--- src/rtl/reg_bank_sequencer_if.sv ---
// Command port of one requester: a held request with its operation, target, repeat count and data,
// answered by a one-cycle grant when the sequencer latches it.
interface reg_bank_sequencer_if #(
  parameter int NBits = 16,
  parameter int SW    = 2,
  parameter int CW    = 8
);
  logic             req;
  logic [1:0]       op;
  logic [SW-1:0]    sel;
  logic [CW-1:0]    cnt;
  logic [NBits-1:0] data;
  logic             gnt;

  modport master (output req, op, sel, cnt, data, input gnt);
  modport slave  (input req, op, sel, cnt, data, output gnt);
endinterface

--- src/rtl/reg_bank_sequencer.sv ---
// Round-robin arbiter plus funsel/e waveform sequencer for a bank of NREGS registers; done comes
// 3 cycles after gnt for clear/load, 1+2N for inc/dec by N; requesters wait with req held while busy.
module reg_bank_sequencer #(
  parameter  int NBits = 16,
  parameter  int NREGS = 4,
  parameter  int CW    = 8,
  localparam int SW    = $clog2(NREGS)
) (
  input  logic                  clk,
  input  logic                  reset,
  reg_bank_sequencer_if.slave   cmd_a,
  reg_bank_sequencer_if.slave   cmd_b,
  output logic                  busy,
  output logic                  done,
  output logic [2*NREGS-1:0]    reg_funsel,
  output logic [NREGS-1:0]      reg_e,
  output logic [NBits-1:0]      reg_i
);

  typedef enum logic [1:0] {IDLE, SETUP, PULSE, GAP} state_t;

  state_t           state, state_nxt;
  logic             last_b;
  logic [1:0]       cur_op;
  logic [SW-1:0]    cur_sel;
  logic [CW-1:0]    cur_cnt;
  logic [NBits-1:0] cur_data;
  logic [CW-1:0]    remaining;
  logic [CW-1:0]    setup_rem;
  logic             take_a, take_b;

  // clear/load need a single e pulse; inc/dec need one rising edge per count
  assign setup_rem = cur_op[1] ? cur_cnt : CW'(1);

  assign cmd_a.gnt = take_a;
  assign cmd_b.gnt = take_b;

  always_ff @(posedge clk) begin
    if (reset) state <= IDLE;
    else       state <= state_nxt;
  end

  always_comb begin
    state_nxt  = state;
    take_a     = 1'b0;
    take_b     = 1'b0;
    busy       = 1'b0;
    done       = 1'b0;
    reg_funsel = '0;
    reg_e      = '0;
    reg_i      = '0;
    case (state)
      IDLE: begin
        take_a = cmd_a.req && (!cmd_b.req || last_b);
        take_b = cmd_b.req && (!cmd_a.req || !last_b);
        if (take_a || take_b) state_nxt = SETUP;
      end
      SETUP: begin
        busy = 1'b1;
        if (setup_rem == '0) begin
          done      = 1'b1;
          state_nxt = IDLE;
        end else begin
          state_nxt = PULSE;
        end
      end
      PULSE: begin
        busy           = 1'b1;
        reg_e[cur_sel] = 1'b1;
        state_nxt      = GAP;
      end
      GAP: begin
        busy = 1'b1;
        if (remaining == CW'(1)) begin
          done      = 1'b1;
          state_nxt = IDLE;
        end else begin
          state_nxt = PULSE;
        end
      end
      default: state_nxt = IDLE;
    endcase
    // funsel and data are driven from SETUP onward so they are settled before e rises
    if (busy) begin
      reg_funsel[{cur_sel, 1'b0} +: 2] = cur_op;
      reg_i                            = cur_data;
    end
    if (reset) begin
      take_a = 1'b0;
      take_b = 1'b0;
      done   = 1'b0;
    end
  end

  always_ff @(posedge clk) begin
    if (reset) begin
      last_b    <= 1'b1;
      cur_op    <= '0;
      cur_sel   <= '0;
      cur_cnt   <= '0;
      cur_data  <= '0;
      remaining <= '0;
    end else begin
      if (take_a) begin
        cur_op   <= cmd_a.op;
        cur_sel  <= cmd_a.sel;
        cur_cnt  <= cmd_a.cnt;
        cur_data <= cmd_a.data;
        last_b   <= 1'b0;
      end else if (take_b) begin
        cur_op   <= cmd_b.op;
        cur_sel  <= cmd_b.sel;
        cur_cnt  <= cmd_b.cnt;
        cur_data <= cmd_b.data;
        last_b   <= 1'b1;
      end
      if (state == SETUP)    remaining <= setup_rem;
      else if (state == GAP) remaining <= remaining - CW'(1);
    end
  end

endmodule

--- src/flat_wrapper.sv ---
// flat-port wrapper written by rule: the top's interface ports become plain ports
module reg_bank_sequencer_flat 
#(
  parameter  int NBits = 16,
  parameter  int NREGS = 4,
  parameter  int CW    = 8,
  localparam int SW    = $clog2(NREGS)
)
  (clk, reset, busy, done, reg_funsel, reg_e, reg_i, cmd_a_req, cmd_a_op, cmd_a_sel, cmd_a_cnt, cmd_a_data, cmd_a_gnt, cmd_b_req, cmd_b_op, cmd_b_sel, cmd_b_cnt, cmd_b_data, cmd_b_gnt);
  reg_bank_sequencer_if #(.NBits(NBits), .SW((2)), .CW(CW)) cmd_a_i ();
  reg_bank_sequencer_if #(.NBits(NBits), .SW((2)), .CW(CW)) cmd_b_i ();
  input  logic clk;
  input  logic reset;
  output logic busy;
  output logic done;
  output logic [2*NREGS-1:0] reg_funsel;
  output logic [NREGS-1:0] reg_e;
  output logic [NBits-1:0] reg_i;
  input wire logic [$bits(cmd_a_i.req)-1:0] cmd_a_req;
  input wire logic [$bits(cmd_a_i.op)-1:0] cmd_a_op;
  input wire logic [$bits(cmd_a_i.sel)-1:0] cmd_a_sel;
  input wire logic [$bits(cmd_a_i.cnt)-1:0] cmd_a_cnt;
  input wire logic [$bits(cmd_a_i.data)-1:0] cmd_a_data;
  output wire logic [$bits(cmd_a_i.gnt)-1:0] cmd_a_gnt;
  input wire logic [$bits(cmd_b_i.req)-1:0] cmd_b_req;
  input wire logic [$bits(cmd_b_i.op)-1:0] cmd_b_op;
  input wire logic [$bits(cmd_b_i.sel)-1:0] cmd_b_sel;
  input wire logic [$bits(cmd_b_i.cnt)-1:0] cmd_b_cnt;
  input wire logic [$bits(cmd_b_i.data)-1:0] cmd_b_data;
  output wire logic [$bits(cmd_b_i.gnt)-1:0] cmd_b_gnt;
  assign cmd_a_i.req = cmd_a_req;
  assign cmd_a_i.op = cmd_a_op;
  assign cmd_a_i.sel = cmd_a_sel;
  assign cmd_a_i.cnt = cmd_a_cnt;
  assign cmd_a_i.data = cmd_a_data;
  assign cmd_a_gnt = cmd_a_i.gnt;
  assign cmd_b_i.req = cmd_b_req;
  assign cmd_b_i.op = cmd_b_op;
  assign cmd_b_i.sel = cmd_b_sel;
  assign cmd_b_i.cnt = cmd_b_cnt;
  assign cmd_b_i.data = cmd_b_data;
  assign cmd_b_gnt = cmd_b_i.gnt;
  reg_bank_sequencer #(.NBits(NBits), .NREGS(NREGS), .CW(CW)) u_core (.clk(clk), .reset(reset), .cmd_a(cmd_a_i), .cmd_b(cmd_b_i), .busy(busy), .done(done), .reg_funsel(reg_funsel), .reg_e(reg_e), .reg_i(reg_i));
endmodule
--- config.mk ---
export PLATFORM = sky130hd
export DESIGN_NAME = reg_bank_sequencer_flat
export DESIGN_NICKNAME = d
export VERILOG_FILES = /design/src/rtl/reg_bank_sequencer_if.sv /design/src/rtl/reg_bank_sequencer.sv /design/src/flat_wrapper.sv
export SDC_FILE = /design/constraint.sdc
export NUM_CORES = 1
export LEC_CHECK = 0
export BUFFER_PORTS_ARGS = -buffer_cell sky130_fd_sc_hd__buf_2
export CAP_MARGIN = 20
export CORE_ASPECT_RATIO = 0.6
export CORE_MARGIN = 2
export CORE_UTILIZATION = 28
export CTS_BUF_LIST = sky130_fd_sc_hd__clkbuf_8
export DETAILED_ROUTE_END_ITERATION = 16
export GPL_TIMING_DRIVEN = 0
export HOLD_SLACK_MARGIN = 0.08
export PLACE_DENSITY = 0.52
export SLEW_MARGIN = 20
export SYNTH_ARGS = -nofsm -noshare
export SYNTH_HDL_FRONTEND = slang
export SYNTH_SLANG_ARGS = --single-unit
--- constraint.sdc ---
create_clock -name clk -period 4.1 [get_ports clk]
set_input_delay 0.205 -clock clk [delete_from_list [all_inputs] [get_ports clk]]
set_output_delay 0.205 -clock clk [all_outputs]
set_load 0.02 [all_outputs]
### Word-level counts from Yosys, hierarchy flattened

Index checks and enable logic that the tools add are counted.

| storage, ports and cells | value |
|---|---|
| register bits | 39 |
| output and inout bits | 32 |

| cells by class | value |
|---|---|
| $add $sub $neg | 2 |
| $lt $le $gt $ge | 2 |
| equal/unequal tests | 5 |
| shift-type cells | 2 |
| muxes and demuxes | 31 |
| bitwise gates (word level) | 1 |
| reductions and logical operators | 14 |

Operator list:

| cell | number |
|---|---|
| $mux W16 | 3 |
| $mux W8 | 6 |
| $mux W2 | 7 |
| $mux W1 | 11 |
| $and A8 B8 Y8 | 1 |
| $eq A8 B1 Y1 const B | 1 |
| $logic_not A8 Y1 | 1 |
| $pmux W2 S4 | 1 |
| $shift A2 B5 Y8 const A | 1 |
| $shiftx A2 B5 Y8 | 1 |
| $sub A8 B1 Y8 const B | 1 |
| $neg A3 Y5 | 1 |
| $eq A2 B2 Y1 const B | 2 |
| $mux W4 | 1 |
| $reduce_bool A2 Y1 | 2 |
| $logic_and A1 B1 Y1 | 3 |
| $logic_not A1 Y1 | 3 |
| $logic_or A1 B1 Y1 | 3 |
| $lt A2 B3 Y1 const B | 1 |
| $reduce_or A3 Y1 | 1 |
| $demux W1 S2 | 1 |
| $eq A2 B1 Y1 const B | 1 |
| $ge A2 B1 Y1 const B | 1 |
| $logic_not A2 Y1 | 1 |
| other kinds (2) | 2 |

### Depth between registers and ports, before layout

| logic depth | value |
|---|---|
| word-level depth | 7 |
| mapped depth | 6 |
| depth with buffers taken out | 5 |

### Least setup slack after synthesis

Ideal clock, no wire load.

| timing path | value |
|---|---|
| kind | flip-flop to flip-flop |
| start | register u_core.state[0] |
| end | register u_core.last_b |
| setup time | 0.133 ns |
| arrival time | 1.517 ns |
| path slack | 2.450 ns |
| cell stages (with the launch flop) | 7 |
| cells stage by stage | dfxtp_1 buf_6 or3_4 buf_6 buf_6 nor3_2 nor2_1 |

| between the ends | value |
|---|---|
| cells in the longest elaborated chain, start to end | 4 |
| elaborated cells on any way between the ends | 7 |

RTL lines:

| element | line | text |
|---|---|---|
| from (decl) | reg_bank_sequencer.sv:22 | `state_t state, state_nxt;` |
| from (signal assigned) | reg_bank_sequencer.sv:40 | `else state <= state_nxt;` |
| $logic_not A2 Y1 (*) | reg_bank_sequencer.sv:52 | `case (state)` |
| $mux W1 (*) | reg_bank_sequencer.sv:52 |  |
| $mux W1 (*) | reg_bank_sequencer.sv:88 | `if (reset) begin` |
| net cmd_a_gnt | flat_wrapper.sv:24 | `output wire logic [$bits(cmd_a_i.gnt)-1:0] cmd_a_gnt;` |
| $mux W1 / $reduce_bool A2 Y1 (equally long branches) | n/a |  |
| to (signal assigned) | reg_bank_sequencer.sv:97 | `last_b <= 1'b1;` |
| to (signal assigned) | reg_bank_sequencer.sv:109 | `last_b <= 1'b0;` |
| to (signal assigned) | reg_bank_sequencer.sv:115 | `last_b <= 1'b1;` |
| to (decl) | reg_bank_sequencer.sv:23 | `logic last_b;` |

Mark *: on every way through the listed nets, which the timed path passes. The rest lies on a longest branch.
A chain may end at the register's enable or synchronous reset.

### Worst setup path after layout

| timing path | value |
|---|---|
| start | register u_core.state[1] |
| end | output reg_i[11] |

| between the ends | value |
|---|---|
| cells in the longest elaborated chain, start to end | 4 |
| elaborated cells on any way between the ends | 6 |

RTL lines:

| element | line | text |
|---|---|---|
| $eq A2 B2 Y1 / $eq A2 B1 Y1 (equally long branches) | reg_bank_sequencer.sv:52 |  |
| $reduce_or A3 Y1 (no source line) (*) | n/a |  |
| $mux W1 (*) | reg_bank_sequencer.sv:52 |  |
| $mux W16 (*) | reg_bank_sequencer.sv:84 | `if (busy) begin` |
| to (decl) | flat_wrapper.sv:18 | `output logic [NBits-1:0] reg_i;` |

Mark *: on every way between the ends. The rest lies on a longest branch, timed or not.

==> out/qor.csv <==
stage,metric,value,unit
placed_design,routabilityCongestion,0.799,
sta,period_share,53.7,%
synthesis,synth_area_leaders,"dfxtp_1, a311oi_1, nand4_1, a21oi_1, and2_1",
floorplanning,core_area,9050,sq um
placed_design,dp_hpwl,6930,microns
outcome,status,"finished, final reports clean",
power,power_density,327,nW/um^2
sta,finClkSkew,0.00546,ns
routing,drc_errors,0,
global_route,grt_max_degree,12,
job,drv_cap,0,
sta,rsz0062_at_grt,false,
finish,antenna_cells,0,
finish,final_core_util,36.2,%
clock_network,clk_latency,0.30,ns
critical_path,cp-start-kind,register,
routing,drtPass1Iterations,4,
clock_network,hold_buffers,0,
routing,routed-wl-met3,828,microns
critical_path,rrSetupSlack,2.31,ns
clock_network,cts_buffer_depth,2,
critical_path,worstPathCellList,nor2_1 -> inv_1 -> clkbuf_1 -> and2_1 -> buf_2,
synthesis,yosysWarnings,0,
critical_path,crit_buf_inv,3,
power,seq_power_share,41.3,%
power,clock_power_share,27.6,%
clock_network,cts_root_buf,clkbuf_8,
finish,design_area,3280,sq um
finish,layout_commonest_cell,buf_2,
synthesis,syn_nets,384,
routing,antenna_left,0,
synthesis,syn-instance-count,316,
sta,tightest_slew,0.691,ns
critical_path,cpMaxStageDelayCell,dfxtp_1,
routing,drt_wl_total,9290,microns
clock_network,clk_pin_slew,0.08,ns
critical_path,cp.arrival,2.00,ns
synthesis,syn_area,2580,sq um
clock_network,numCtsBuffers,5,
routing,via_count,2916,
clock_network,clock_sinks,39,
synthesis,synth_area_leader_cell,dfxtp_1,
routing,drt_iter0_markers,191,
critical_path,required,3.89,ns
floorplanning,die-area,10000,sq um
power,comb_power_share,31.1,%
power,p_int,0.000694,W
power,leakagePower,1.31,nW
routing,routed.top_layer,met4,
floorplanning,die_h,78.4,microns
clock_network,htreeDepth,2,
routing,post_drt_wl_per_cell,17.5,microns
critical_path,path_class,register to primary output,
global_route,overflow,0,
power,peakVddDrop,0.127,mV
sta,max_slew_margin,53.6,%
placed_design,numPortBuffers,91,
floorplanning,initial_utilization,28.5,%
critical_path,critical-path-max-stage-delay,0.49,ns
routing,wl_met1,4810,microns
floorplanning,io_pins,92,
sta,finalCriticalPeriod,2.20,ns
clock_network,post_cts_buffers,0,
critical_path,cp_max_fo,10,
finish,mostFrequentLayoutCells,"buf_2, dfxtp_1, a21oi_1, nand4_1, a311oi_1",
finish,nets,482,
min_path,min_path_type,input pin to register,
global_route,grt_pass1_wl,14900,microns
sta,setup_viol,0,
synthesis,synth_top_area_share,30.3,%
power,swShare,35.4,%
clock_network,cts_tree,done,
critical_path,end_kind,primary output,
global_route,grt_pass1_vias,2827,
critical_path,critical_path.top_delay_family,buffers and inverters,
sta,max_freq,454,MHz
finish,drive_gt1_share,30.8,%
floorplanning,rows,27,
power,switchingPower,0.000380,W
clock_network,ctsResizeCount,0,
sta,slew_viol_final,0,
routing,wl_met2,3560,microns
synthesis,synth_area_per_cell,8.16,sq um
sta,hold_viol_final,0,
floorplanning,die_x,128,microns
synthesis,ys_seq_area_share,30.3,%
global_route,antenna_found_initial,0,
routing,via_per_inst,5.49,
finish,syn2layout_area_growth,27.2,%
placed_design,placed_cell_area,3180,sq um
global_route,grt_use_total,18.8,%
sta,fin_setup_tns,0,ns
synthesis,ys_ff_latch,39,
synthesis,synth_cell_type_count,41,
==> cells in the mapped netlist, drive strengths merged <==
cell type	n
a2bb2oi	1
nor3b	2
or4b	1
nor2	18
nor4	3
o311ai	2
o31ai	28
nand3	6
nand2	7
nand3b	2
nand2b	4
and2	24
a21o	1
and3	2
xnor2	1
or3	1
a32oi	1
or2	1
a21oi	34
ha	8
a311oi	28
a31o	1
inv	10
nand4b	1
a31oi	4
a211oi	3
nand4	31
nor2b	7
clkbuf	19
dfxtp	39
buf	18
and3b	1
o221ai	2
o22ai	1
nor3	4
==> area by class of cell <==
class | count | area [sq um]
Buffer | 37 | 186
Clock buffer | 7 | 96.3
Clock inverter | 1 | 3.75
Fill cell | 964 | 5770
Inverter | 10 | 37.5
Multi-Input combinational cell | 230 | 1580
Sequential cell | 39 | 781
Tap cell | 116 | 145
Timing Repair Buffer | 91 | 455
==> routing by layer <==
metal,GRT usage [%],vias up
met5,0,-
met4,3.96,0
met3,5.04,10
met2,25.5,124
met1,29.1,1371
li1,-,1411
==> cell families (layout without fill, tap and decap cells) <==
group                    Yosys count  count (layout)  share of synthesized area, %
adder cells (fa/ha/maj)            8               8                          3.88
buffers and inverters             47             146                          8.68
XOR/XNOR                           1               1                         0.340
AND/OR/NAND/NOR                  115             115                          26.1
flip-flops                        39              39                          30.3
AO/OA/AOI/OAI                    106             106                          30.7
==> worst register-to-register path, cell delays in order (launching register included) <==
cell and delay [ns]:
dfxtp_1 0.32, buf_6 0.14, nor3_2 0.24, and2_1 0.16, buf_4 0.18, clkbuf_1 0.42, a311oi_1 0.18
==> path summary, 6_finish.rpt <==
| check | end | cells after the start | startpoint |
|---|---|---|---|
| worst max-delay path | reg_i[11] | 5 | u_core.state[1] |
| worst min-delay path | u_core.cur_data[10] | 3 | cmd_b_data[10] |
| worst max register to register | u_core.cur_data[11] | 6 | u_core.state[0] |
| worst min register to register | u_core.cur_data[9] | 2 | u_core.cur_data[9] |
==> power groups by stage <==
stage	Sequential, W	Clock (W)	Combinational (W)
6_report	0.000444	0.000296	0.000334
5_1_grt	0.000449	0.000321	0.000366
4_1_cts	0.000443	0.000307	0.000332
3_5_place_dp	0.000452	0	0.000330
3_3_place_gp	0.000451	0	0.000328
2_1_floorplan	0.000442	0	0.000223
==> registers in the layout, indices dropped and copies added, names as in the netlist <==
name,count
u_core.cur_sel,2
u_core.state,2
u_core.cur_cnt,8
u_core.cur_op,2
u_core.last_b,1
u_core.remaining,8
u_core.cur_data,16
==> through the flow <==
step	worst slack [ns]	cells	power (W)	hold WS [ns]
final	1.90	531	0.00107	0.172
after global routing	1.74	531	0.00114	0.169
after CTS	1.88	531	0.00108	0.166
after detailed placement	2.24	523	0.000782	0.493
after global placement	2.27	523	0.000779	0.492
after floorplan	2.45	316	0.000665	0.351
Power figures use the tool's default switching activity.
